[config.mk]
export PLATFORM = sky130hd
export DESIGN_NAME = multi_cycle_cpu
export DESIGN_NICKNAME = d
export VERILOG_FILES = /design/src/rtl/mc_cpu_pkg.sv /design/src/rtl/mc_cpu_ctrl.sv /design/src/rtl/multi_cycle_cpu.sv
export SDC_FILE = /design/constraint.sdc
export NUM_CORES = 2
export LEC_CHECK = 0
export BUFFER_PORTS_ARGS = -buffer_cell sky130_fd_sc_hd__buf_2
export CAP_MARGIN = 20
export CORE_MARGIN = 2
export CORE_UTILIZATION = 69
export DETAILED_ROUTE_END_ITERATION = 10
export PLACE_DENSITY_LB_ADDON = 0.3
export SYNTH_ARGS = -nofsm -noshare
export SYNTH_HDL_FRONTEND = slang
export SYNTH_HIERARCHICAL = 1
export SYNTH_SLANG_ARGS = --single-unit
[constraint.sdc]
create_clock -name clk_i -period 9.7 [get_ports clk_i]
set_input_delay 1.94 -clock clk_i [delete_from_list [all_inputs] [get_ports clk_i]]
set_output_delay 1.94 -clock clk_i [all_outputs]
set_load 0.01 [all_outputs]
[src/rtl/mc_cpu_pkg.sv]
// Shared encodings for the multi-cycle MIPS-subset core.
// Opcodes, functs, FSM states, datapath selects and the ALU.
package mc_cpu_pkg;

  localparam logic [5:0] OP_R    = 6'b000000;
  localparam logic [5:0] OP_ADDI = 6'b001000;
  localparam logic [5:0] OP_LW   = 6'b100011;
  localparam logic [5:0] OP_SW   = 6'b101011;
  localparam logic [5:0] OP_BEQ  = 6'b000100;
  localparam logic [5:0] OP_J    = 6'b000010;
  localparam logic [5:0] OP_JAL  = 6'b000011;

  localparam logic [5:0] FN_ADD = 6'b100000;
  localparam logic [5:0] FN_SUB = 6'b100010;
  localparam logic [5:0] FN_AND = 6'b100100;
  localparam logic [5:0] FN_OR  = 6'b100101;
  localparam logic [5:0] FN_SLT = 6'b101010;
  localparam logic [5:0] FN_SLL = 6'b000000;
  localparam logic [5:0] FN_JR  = 6'b001000;

  typedef enum logic [2:0] {
    S_IF, S_ID, S_EX, S_MEM, S_WB, S_HALT
  } state_t;

  typedef enum logic [2:0] {
    ALU_ADD, ALU_SUB, ALU_AND,
    ALU_OR, ALU_SLT, ALU_SLL
  } alu_op_t;

  typedef enum logic [1:0] {
    B_REG, B_FOUR, B_IMM, B_IMM4
  } alu_b_t;

  typedef enum logic [1:0] {
    PC_ALU, PC_OUT, PC_JMP, PC_A
  } pc_sel_t;

  typedef enum logic [1:0] {
    DST_RT, DST_RD, DST_RA
  } dst_t;

  typedef enum logic [1:0] {
    WD_ALU, WD_MDR, WD_PC
  } wd_t;

  function automatic logic [31:0] alu(
    input alu_op_t     op,
    input logic [31:0] a,
    input logic [31:0] b,
    input logic [4:0]  sh
  );
    logic [31:0] y;
    y = a + b;
    unique case (op)
      ALU_SUB: y = a - b;
      ALU_AND: y = a & b;
      ALU_OR:  y = a | b;
      ALU_SLT: y = {31'd0, $signed(a) < $signed(b)};
      ALU_SLL: y = b << sh;
      default: y = a + b;
    endcase
    return y;
  endfunction

endpackage

[src/rtl/mc_cpu_ctrl.sv]
// FSM and instruction decode for the multi-cycle core.
// Drives every datapath enable/select and the memory strobes.
module mc_cpu_ctrl
  import mc_cpu_pkg::*;
(
  input  logic       clk_i,
  input  logic       rst_i,
  input  logic [5:0] i_op,
  input  logic [5:0] i_fn,
  input  logic       i_mem_ready,
  input  logic       i_a_eq_b,
  output state_t     o_state,
  output alu_op_t    o_alu_op,
  output logic       o_alu_a_pc,
  output alu_b_t     o_alu_b,
  output logic       o_pc_we,
  output pc_sel_t    o_pc_sel,
  output logic       o_ir_we,
  output logic       o_mdr_we,
  output logic       o_rf_we,
  output dst_t       o_rf_dst,
  output wd_t        o_rf_wd,
  output logic       o_mem_req,
  output logic       o_mem_we,
  output logic       o_halt
);

  state_t  r_state;
  state_t  w_next;
  logic    w_legal;
  alu_op_t w_r_op;

  assign o_state = r_state;

  always_comb begin
    w_legal = 1'b0;
    case (i_op)
      OP_R: w_legal = i_fn inside
        {FN_ADD, FN_SUB, FN_AND, FN_OR,
         FN_SLT, FN_SLL, FN_JR};
      OP_ADDI, OP_LW, OP_SW,
      OP_BEQ, OP_J, OP_JAL: w_legal = 1'b1;
      default: w_legal = 1'b0;
    endcase
  end

  always_comb begin
    w_r_op = ALU_ADD;
    case (i_fn)
      FN_SUB:  w_r_op = ALU_SUB;
      FN_AND:  w_r_op = ALU_AND;
      FN_OR:   w_r_op = ALU_OR;
      FN_SLT:  w_r_op = ALU_SLT;
      FN_SLL:  w_r_op = ALU_SLL;
      default: w_r_op = ALU_ADD;
    endcase
  end

  always_ff @(posedge clk_i or negedge rst_i) begin
    if (!rst_i) r_state <= S_IF;
    else        r_state <= w_next;
  end

  always_comb begin
    w_next     = r_state;
    o_alu_op   = ALU_ADD;
    o_alu_a_pc = 1'b0;
    o_alu_b    = B_REG;
    o_pc_we    = 1'b0;
    o_pc_sel   = PC_ALU;
    o_ir_we    = 1'b0;
    o_mdr_we   = 1'b0;
    o_rf_we    = 1'b0;
    o_rf_dst   = DST_RT;
    o_rf_wd    = WD_ALU;
    o_mem_req  = 1'b0;
    o_mem_we   = 1'b0;
    o_halt     = 1'b0;
    unique case (r_state)
      S_IF: begin
        o_mem_req  = 1'b1;
        o_alu_a_pc = 1'b1;
        o_alu_b    = B_FOUR;
        if (i_mem_ready) begin
          o_ir_we = 1'b1;
          o_pc_we = 1'b1;
          w_next  = S_ID;
        end
      end
      S_ID: begin
        o_alu_a_pc = 1'b1;
        o_alu_b    = B_IMM4;
        w_next     = w_legal ? S_EX : S_HALT;
      end
      S_EX: begin
        w_next = S_IF;
        case (i_op)
          OP_R: begin
            if (i_fn == FN_JR) begin
              o_pc_we  = 1'b1;
              o_pc_sel = PC_A;
            end else begin
              o_alu_op = w_r_op;
              w_next   = S_WB;
            end
          end
          OP_ADDI: begin
            o_alu_b = B_IMM;
            w_next  = S_WB;
          end
          OP_LW, OP_SW: begin
            o_alu_b = B_IMM;
            w_next  = S_MEM;
          end
          OP_BEQ: begin
            o_pc_we  = i_a_eq_b;
            o_pc_sel = PC_OUT;
          end
          OP_J: begin
            o_pc_we  = 1'b1;
            o_pc_sel = PC_JMP;
          end
          OP_JAL: begin
            o_pc_we  = 1'b1;
            o_pc_sel = PC_JMP;
            o_rf_we  = 1'b1;
            o_rf_dst = DST_RA;
            o_rf_wd  = WD_PC;
          end
          default: w_next = S_HALT;
        endcase
      end
      S_MEM: begin
        o_mem_req = 1'b1;
        o_mem_we  = (i_op == OP_SW);
        if (i_mem_ready) begin
          o_mdr_we = (i_op != OP_SW);
          w_next   = (i_op == OP_SW) ? S_IF : S_WB;
        end
      end
      S_WB: begin
        o_rf_we  = 1'b1;
        o_rf_dst = (i_op == OP_R) ? DST_RD : DST_RT;
        o_rf_wd  = (i_op == OP_LW) ? WD_MDR : WD_ALU;
        w_next   = S_IF;
      end
      S_HALT: o_halt = 1'b1;
      default: w_next = S_HALT;
    endcase
  end

endmodule

[src/rtl/multi_cycle_cpu.sv]
// Multi-cycle MIPS-subset core with one shared ALU and
// a single req/ready memory port for fetch and data.
module multi_cycle_cpu
  import mc_cpu_pkg::*;
#(
  parameter int                 ADDR_W   = 32,
  parameter logic [ADDR_W-1:0]  RESET_PC = '0
) (
  input  logic              clk_i,
  input  logic              rst_i,
  output logic              mem_req_o,
  output logic              mem_we_o,
  output logic [ADDR_W-1:0] mem_addr_o,
  output logic [31:0]       mem_wdata_o,
  input  logic [31:0]       mem_rdata_i,
  input  logic              mem_ready_i,
  output logic              halt_o,
  output logic [ADDR_W-1:0] pc_o
);

  logic [ADDR_W-1:0] r_pc;
  logic [31:0]       r_ir;
  logic [31:0]       r_a;
  logic [31:0]       r_b;
  logic [31:0]       r_aluout;
  logic [31:0]       r_mdr;
  logic [31:0]       r_rf [32];

  state_t  w_state;
  alu_op_t w_alu_op;
  alu_b_t  w_alu_b_sel;
  pc_sel_t w_pc_sel;
  dst_t    w_rf_dst;
  wd_t     w_rf_wd;
  logic    w_alu_a_pc;
  logic    w_pc_we;
  logic    w_ir_we;
  logic    w_mdr_we;
  logic    w_rf_we;
  logic    w_mem_req;
  logic    w_mem_we;
  logic    w_halt;

  logic [31:0]       w_pc32;
  logic [31:0]       w_sext;
  logic [31:0]       w_jmp32;
  logic [31:0]       w_alu_a;
  logic [31:0]       w_alu_b;
  logic [31:0]       w_alu_y;
  logic [31:0]       w_rs_val;
  logic [31:0]       w_rt_val;
  logic [31:0]       w_wdata;
  logic [4:0]        w_waddr;
  logic [ADDR_W-1:0] w_pc_nxt;

  mc_cpu_ctrl u_ctrl (
    .clk_i       (clk_i),
    .rst_i       (rst_i),
    .i_op        (r_ir[31:26]),
    .i_fn        (r_ir[5:0]),
    .i_mem_ready (mem_ready_i),
    .i_a_eq_b    (r_a == r_b),
    .o_state     (w_state),
    .o_alu_op    (w_alu_op),
    .o_alu_a_pc  (w_alu_a_pc),
    .o_alu_b     (w_alu_b_sel),
    .o_pc_we     (w_pc_we),
    .o_pc_sel    (w_pc_sel),
    .o_ir_we     (w_ir_we),
    .o_mdr_we    (w_mdr_we),
    .o_rf_we     (w_rf_we),
    .o_rf_dst    (w_rf_dst),
    .o_rf_wd     (w_rf_wd),
    .o_mem_req   (w_mem_req),
    .o_mem_we    (w_mem_we),
    .o_halt      (w_halt)
  );

  assign w_pc32   = 32'(r_pc);
  assign w_sext   = {{16{r_ir[15]}}, r_ir[15:0]};
  assign w_jmp32  = {w_pc32[31:28], r_ir[25:0], 2'b00};
  assign w_rs_val = r_rf[r_ir[25:21]];
  assign w_rt_val = r_rf[r_ir[20:16]];
  assign w_alu_a  = w_alu_a_pc ? w_pc32 : r_a;

  always_comb begin
    w_alu_b = r_b;
    unique case (w_alu_b_sel)
      B_FOUR:  w_alu_b = 32'd4;
      B_IMM:   w_alu_b = w_sext;
      B_IMM4:  w_alu_b = w_sext << 2;
      default: w_alu_b = r_b;
    endcase
  end

  assign w_alu_y = alu(w_alu_op, w_alu_a, w_alu_b, r_ir[10:6]);

  always_comb begin
    w_pc_nxt = w_alu_y[ADDR_W-1:0];
    unique case (w_pc_sel)
      PC_OUT:  w_pc_nxt = r_aluout[ADDR_W-1:0];
      PC_JMP:  w_pc_nxt = w_jmp32[ADDR_W-1:0];
      PC_A:    w_pc_nxt = r_a[ADDR_W-1:0];
      default: w_pc_nxt = w_alu_y[ADDR_W-1:0];
    endcase
  end

  always_comb begin
    w_waddr = r_ir[20:16];
    w_wdata = r_aluout;
    unique case (w_rf_dst)
      DST_RD:  w_waddr = r_ir[15:11];
      DST_RA:  w_waddr = 5'd31;
      default: w_waddr = r_ir[20:16];
    endcase
    unique case (w_rf_wd)
      WD_MDR:  w_wdata = r_mdr;
      WD_PC:   w_wdata = w_pc32;
      default: w_wdata = r_aluout;
    endcase
  end

  always_ff @(posedge clk_i or negedge rst_i) begin
    if (!rst_i) begin
      r_pc     <= RESET_PC;
      r_ir     <= '0;
      r_a      <= '0;
      r_b      <= '0;
      r_aluout <= '0;
      r_mdr    <= '0;
    end else begin
      if (w_ir_we)  r_ir  <= mem_rdata_i;
      if (w_pc_we)  r_pc  <= w_pc_nxt;
      if (w_mdr_we) r_mdr <= mem_rdata_i;
      if (w_state == S_ID) begin
        r_a <= w_rs_val;
        r_b <= w_rt_val;
      end
      if (w_state == S_ID || w_state == S_EX)
        r_aluout <= w_alu_y;
    end
  end

  // $0 is never written, so it always reads back as zero
  always_ff @(posedge clk_i or negedge rst_i) begin
    if (!rst_i) begin
      for (int i = 0; i < 32; i++) r_rf[i] <= '0;
    end else if (w_rf_we && w_waddr != 5'd0) begin
      r_rf[w_waddr] <= w_wdata;
    end
  end

  // reset masks the bus combinationally so a live transfer drops at once
  assign mem_req_o   = rst_i & w_mem_req;
  assign mem_we_o    = rst_i & w_mem_we;
  assign halt_o      = rst_i & w_halt;
  assign mem_wdata_o = rst_i ? r_b : 32'd0;
  assign mem_addr_o  = !rst_i ? '0 :
                       (w_state == S_MEM) ?
                       r_aluout[ADDR_W-1:0] : r_pc;
  assign pc_o        = r_pc;

endmodule

# Yosys cells after proc, flatten, opt, wreduce, memory -nomap -nowiden
# Index checks and enable logic that the tools add are counted.
# word_totals
ff_bits	1219
# classes
eq_ne	36
shifts	1
addsub	2
n_reduce_logical	17
order_cmp	5
n_bitwise	10
n_mux	53
# op_table
op	count
1024-bit bitwise mux	1
32-bit binary-select mux with 5-bit select	2
32-bit two-way mux	9
32-bit one-hot mux with 3 select lines	2
32-bit demux with 5-bit select	1
32-bit one-hot mux with 5 select lines	1
32-bit one-hot mux with 2 select lines	1
6-bit equality test (second input constant)	7
32-bit adder	1
32-bit AND	1
32-bit equality test	1
32-bit less-than comparator	1
32-bit bitwise OR	1
32-bit by 5-bit left shift with 32-bit output	1
32-bit subtractor	1
3-bit two-way mux	8
6-bit >= comparator (second input constant)	3
5-bit inverter with 6-bit output	3
3-bit one-hot mux with 6 select lines	1
3-bit one-hot mux with 5 select lines	1
2-bit equality test (second input constant)	6
3-bit by 2-bit equality test with 1-bit output (second input constant)	4
3-bit equality test (second input constant)	4
6-bit by 2-bit equality test with 1-bit output (second input constant)	2
other kinds (28)	61

# Longest topological paths before layout
# logic_depth
word_depth	11
depth_mapped	24

# Cells and area by module
# Netlist, hierarchy kept.
# modules_own_cells
module	seq_area_each_um2	n_inst	cells_per_inst	area_per_inst_um2
multi_cycle_cpu	30429.2	1	6407	69163.8
mc_cpu_ctrl	75.1	1	93	586.8

# Worst setup path before layout
# OpenSTA, ideal clock, no wires.
# synth_path
path_type	register -> register
startpoint	reg u_ctrl.r_state[0] (netlist: u_ctrl/o_state[0])
endpoint	reg r_aluout[28]
setup_slack_ps	4614
setup_time_ps	125
stages_incl_launch_ff	25
path_buffers	6
period_less_slack_ps	5086
t_arrival_ps	4961
path_cell_list	dfrtp_1 -> buf_2 -> nor2_1 -> nor2_1 -> a21oi_1 -> nor2_1 -> buf_4 -> nor2_4 -> buf_6 -> clkbuf_1 -> buf_1 -> buf_1 -> nand2_1 -> nand2_1 -> inv_1 -> ha_1 -> nor2b_1 -> or4_1 -> o22a_1 -> nor4_2 -> nor2_1 -> a311o_1 -> a221oi_1 -> o221ai_1 -> mux2_2
# synth_between
elab_chain_cells	6
# synth_lines
item	line	rtl
start, declared	mc_cpu_ctrl.sv:28	state_t r_state;
start signal, assigned	mc_cpu_ctrl.sv:61	else r_state <= w_next;
3-bit by 2-bit equality test with 1-bit output (tied with other cells)	mc_cpu_ctrl.sv:79	unique case (r_state)
2-bit one-hot mux with 3 select lines *	mc_cpu_ctrl.sv:79	
named net w_alu_b_sel[1]	multi_cycle_cpu.sv:31	alu_b_t w_alu_b_sel;
2-bit equality test / 2-bit by 1-bit equality test with 1-bit output (equally long branches)	multi_cycle_cpu.sv:88	unique case (w_alu_b_sel)
32-bit one-hot mux with 3 select lines *	multi_cycle_cpu.sv:88	
32-bit adder (tied with other cells)	mc_cpu_pkg.sv:60	default: y = a + b;
32-bit one-hot mux with 5 select lines *	mc_cpu_pkg.sv:54	unique case (op)
end signal, assigned	multi_cycle_cpu.sv:140	r_aluout <= w_alu_y;
end, declared	multi_cycle_cpu.sv:25	logic [31:0] r_aluout;
# Mark *: on every way through the listed nets, which the timed path passes. The rest lies on a longest branch.
# A chain may end at the register's enable or synchronous reset.

# Worst setup path after layout
# layout_path
startpoint	reg u_ctrl.r_state[1] (netlist: u_ctrl/o_state[1])
endpoint	reg r_aluout[0]
# layout_between
elab_chain_cells	6
# layout_lines
item	line
3-bit by 2-bit equality test with 1-bit output (tied with other cells)	mc_cpu_ctrl.sv:79
2-bit one-hot mux with 3 select lines *	mc_cpu_ctrl.sv:79
named net w_alu_b_sel[1]	multi_cycle_cpu.sv:31
2-bit equality test / 2-bit by 1-bit equality test with 1-bit output (equally long branches)	multi_cycle_cpu.sv:88
32-bit one-hot mux with 3 select lines *	multi_cycle_cpu.sv:88
32-bit adder (tied with other cells)	mc_cpu_pkg.sv:60
32-bit one-hot mux with 5 select lines *	mc_cpu_pkg.sv:54
# Marked as above.

==> run summary <==
The number of buffers on the longest clock path is 3. The HPWL after detailed placement is around 160000 um. Setup repair after global routing left no endpoint under its margin.

The final worst-path cycle share is 0.6579. After synthesis, the share of cell area in mux cells is 0.2538. The final instance count without filler cells is between 7000 and 8000. The number of hold violations in the final report came out at 0. The initial utilization of the core area, before any placement, comes to 0.6965. The number of placed instances with taps included is approximately 7400. The post-synthesis sequential element count is roughly 1200. The post-CTS clock slew at the launch and capture registers of the worst setup and hold paths came out at approximately 0.070 ns. Of the post-synthesis cell area, the dominant cell type holds 0.4373.

The maximum ir drop on the vdd rail came out at around 0.22 mV. Once the clock tree was built, the setup fixing pass inserted 0 buffers. Of all nets on the critical path, the largest fanout is between 40 and 50. After synthesis, the cell types taking the most area are dfrtp_1 44%, mux4_2 21%, o21ai_0 7.9%. The arithmetic-cell share of the synthesized area counting full adders, half adders and majority gates came out at 0.01851.

The count of distinct cell types in the synthesized netlist came out at ~110. The post-route minimum period is ~6.4 ns. The worst hold path was traced through 0 stages. The floorplan row count came out at roughly 120.

The sequential cells in the finished layout cover a total of around 30000 um^2. Among the stages of the critical path, the cell type that occurs most often is nor2_1. Power spread over the standard cell area amounts to between 100 and 150 nW/um^2. The congestion estimate from routability-driven global placement came to roughly 1.1. The xor/xnor share of the synthesized area came out at 0.006781. The number of global-route vias before repair came out at around 60000. The endpoint of the worst register-to-register path is r_aluout[0]. The post-layout worst setup margin is about 3.3 ns. The detailed-route DRC error count came out at 0. The critical path data arrival time is 6.99 ns.

The initial DRC count is between 9000 and 10000. The count of port buffers added during placement is 133. The combined global-route utilization of all metal layers came out at 0.5164. dfrtp_1 takes more of the synthesized area than any other cell. OpenSTA, run right after detailed placement, puts the worst setup slack at about 3.6 ns. The average instance in the mapped netlist occupies about 11 um^2. The startpoint of the worst hold path is r_rf[1018]. The number of buffers created by CTS is between 100 and 150. The average via count per standard cell is around 7.8.

The startpoint type of the worst setup path is a flop. The clock latency of the later-clocked register in the worst-skew pair is between 0.7 and 0.8 ns. The clock sink count is between 1000 and 1500. The worst relative slew slack is 0.1346.

The post-cts gate resize count is 0. The first global-routing pass estimated approximately 390000 um of wire. After detailed routing, the average wire length per cell comes to around 35 um. The number of instances in the synthesized netlist came out at between 6000 and 7000. The flow ran to the end, and the final reports show no timing, DRC or antenna violations.

The sequential-to-total area share from yosys stat is 0.4373. In the final layout, the share of cells above drive strength 1 is 0.2247. The most frequently used flop master after synthesis is dfrtp_1. The y dimension of the die came out at ~320 um. The clock tree synthesis step divided the H-tree into 3 levels. The tool flagged a number of max-cap violations equal to 0. The area of the multi-input gates came out at ~37000 um^2.

The path category of the worst min-delay check is reg -> reg. The beginning of the worst register-to-register path is u_ctrl/o_state[1]. The final-report setup violation count came out at 0. The largest net degree at the start of global routing is 174. The final-layout fill cell count is approximately 6000. After global routing the overflow that remains totals 0.

After clock tree synthesis, the flow added hold-fix buffers numbering 0. The net count after synthesis came out at about 6600. The worst register-to-register path has a depth of 19. The critical path is of the reg -> reg type.

By area, the combinational part of the netlist is dominated by multiplexers. The I/O pin count came out at 134. The routed wire length is about 260000 um. The complex-gate fraction of the synthesized area came out at 0.1362. The tree is rooted in a clkbuf_16. For flop-to-flop paths, the worst setup slack is around 3.3 ns. Before antenna repair, the detailed router went through 9 iterations. Of the total synthesized cell area, the portion taken by AND, OR, NAND and NOR gates is 0.1051. The worst setup path is captured at a flop. Summing over every cut layer, the via total after detailed routing is 59410. TritonCTS built the clock tree. The number of warning messages in the yosys log is 6.

Traced cell by cell, the critical path runs through nor2_1 > nor2_1 > a21oi_1 > nor2_2 > buf_4 > nor2_4 > buf_4 > a22oi_2 > inv_1 > ha_1 > nor2_1 > nand3_1 > o211ai_1 > nor4_2 > nor2_1 > a311o_1 > a21oi_1 > o21ai_0 > a31oi_1. The path with the worst hold slack has its endpoint at r_rf[1018]. The sum of negative setup slack is 0 ns. The final max-slew violation count came out at 0. The slew at the pin with the worst max-slew slack came out at approximately 1.3 ns. Based on the critical path, the design can be clocked at up to between 150 and 200 MHz.

The floorplan step defined a core boundary enclosing 100100 um^2. The fraction of registers with async set/reset is 1.000. The die span in x is approximately 320 um. By count the netlist is led by 1239 x nand2_1, 1219 x dfrtp_1, 1098 x o21ai_0, 662 x mux4_2, 549 x clkbuf_1. The delay of the slowest cell on the worst path came out at 0.67 ns. The worst endpoint required time is 10.31 ns. Relative to the synthesized area, the layout overhead comes to 8.149%.

The count of flip-flops with a built-in enable after synthesis came out at 0. Across the routed clock network, the largest skew measured is 0.06488 ns. For this design, the slowest cell found on the critical path is dfrtp_1. The die covers approximately 100000 um^2.

The cell area after synthesis came out at about 70000 um^2. The kind of cell with the highest combined delay along the critical path is compound AO/OA/AOI/OAI gates. The most common cell in the synthesized netlist is nand2_1.

The total leakage power came out at about 0.031 uW. The sum of buffers and inverters on the critical path came out at 3. The net count of the finished layout is roughly 6400.

The final antenna-violating net count is 0. The number of antenna violations at the first check in global routing came out at 10.
-- registers in the layout, summed over array words and instances, names as in the netlist --
signal and cells:
r_aluout 32, u_ctrl/o_state 3, r_b 32, r_mdr 32, r_a 32, r_ir 32
pc_o 32, r_rf 1024
-- worst reg2reg max path: stages, from the launching register on --
cell	delay [ns]
dfrtp_1	0.67
nor2_1	0.20
nor2_1	0.35
a21oi_1	0.14
nor2_2	0.10
buf_4	0.40
nor2_4	0.07
buf_4	0.31
a22oi_2	0.51
inv_1	0.10
ha_1	0.51
nor2_1	0.34
nand3_1	0.18
o211ai_1	0.59
nor4_2	0.18
nor2_1	0.33
a311o_1	0.35
a21oi_1	0.14
o21ai_0	0.59
a31oi_1	0.18
-- metrics by stage --
| stage | total power [uW] | utilization | hold slack [ns] | cell area, um^2 |
|---|---|---|---|---|
| 2_1_floorplan | 5498 | - | 0.4413 | 69750 |
| 3_3_place_gp | 5735 | 0.7089 | 0.3763 | 70990 |
| 3_5_place_dp | 5739 | 0.7092 | 0.3836 | 71020 |
| 4_1_cts | 10570 | 0.7508 | 0.3977 | 75190 |
| 5_1_grt | 10830 | 0.7531 | 0.4094 | 75420 |
| 6_report | 10610 | 0.7532 | 0.3960 | 75430 |
-- routing by layer --
metal / global-route usage / up-vias / wire (um)
met5: 0 / - / 184
met4: 0.3613 / 16 / 21870
met2: 0.7387 / 5506 / 115400
met1: 0.6625 / 29280 / 88990
li1: - / 23110 / -
met3: 0.1847 / 1502 / 38220
-- cell type report --
class / instances / area share
clock inverter: 48 / 0.008144
inverter: 113 / 0.005623
multi-input combinational: 4516 / 0.4857
timing repair buffer: 281 / 0.02697
clock buffer: 174 / 0.04704
tap: 1298 / 0.02153
antenna: 5 / 0.0001659
sequential: 1219 / 0.4048
-- report_power, final --
part | internal, uW | leakage [uW] | switching [uW] | total [uW]
Clock | 2810 | 0.00206 | 2150 | 4960
Sequential | 5100 | 0.0169 | 63.6 | 5160
Combinational | 165 | 0.0123 | 329 | 494
Total | 8070 | 0.0313 | 2540 | 10600
-- logic make-up (layout without fill, tap and decap cells) --
group                    count (synthesis)  after routing
multiplexers                           921            921
AO/OA/AOI/OAI                         1671           1671
AND/OR/NAND/NOR                       1768           1768
other                                    0              5
buffers and inverters                  765            616
XOR/XNOR                                54             54
adder cells (fa/ha/maj)                102            102
flip-flops                            1219           1219
-- worst max-delay path by stage --
stage | slack (ns) | startpoint | end | cells after the start
2_1_floorplan | 4.61 | u_ctrl/o_state[0] | r_aluout[28] | 24
3_3_place_gp | 3.74 | u_ctrl/o_state[1] | r_aluout[28] | 19
3_5_place_dp | 3.64 | u_ctrl/o_state[1] | r_aluout[28] | 19
4_1_cts | 3.58 | u_ctrl/o_state[1] | r_aluout[28] | 19
5_1_grt | 3.14 | u_ctrl/o_state[1] | r_aluout[0] | 19
6_report | 3.32 | u_ctrl/o_state[1] | r_aluout[0] | 19
-- placed cells by master (no fill, tap or decap), types with 11 or more instances in the layout --
master / instances
nand2_1: 1235
dfrtp_1: 1208
o21ai_0: 1098
mux4_2: 662
nor2_1: 253
a21oi_1: 188
mux2_2: 148
buf_2: 132
buf_4: 129
clkbuf_16: 122
mux2i_1: 107
inv_1: 105
ha_1: 99
and2_1: 52
a22oi_1: 39
xor2_1: 38
o22ai_1: 36
a21boi_0: 34
a21oi_2: 30
clkbuf_8: 30
nand3_1: 26
clkinv_2: 26
nor3_1: 25
a221oi_1: 25
nor2b_1: 24
a211oi_1: 24
nand2b_1: 23
clkbuf_1: 22
nand4_1: 16
xnor2_1: 16
a21o_1: 15
nor4_1: 15
o221ai_1: 14
a31oi_1: 14
or2_4: 14
o31ai_1: 12
a221o_1: 12
o21a_1: 11
buf_12: 11
No activity file was read; power rests on OpenSTA's default activity.
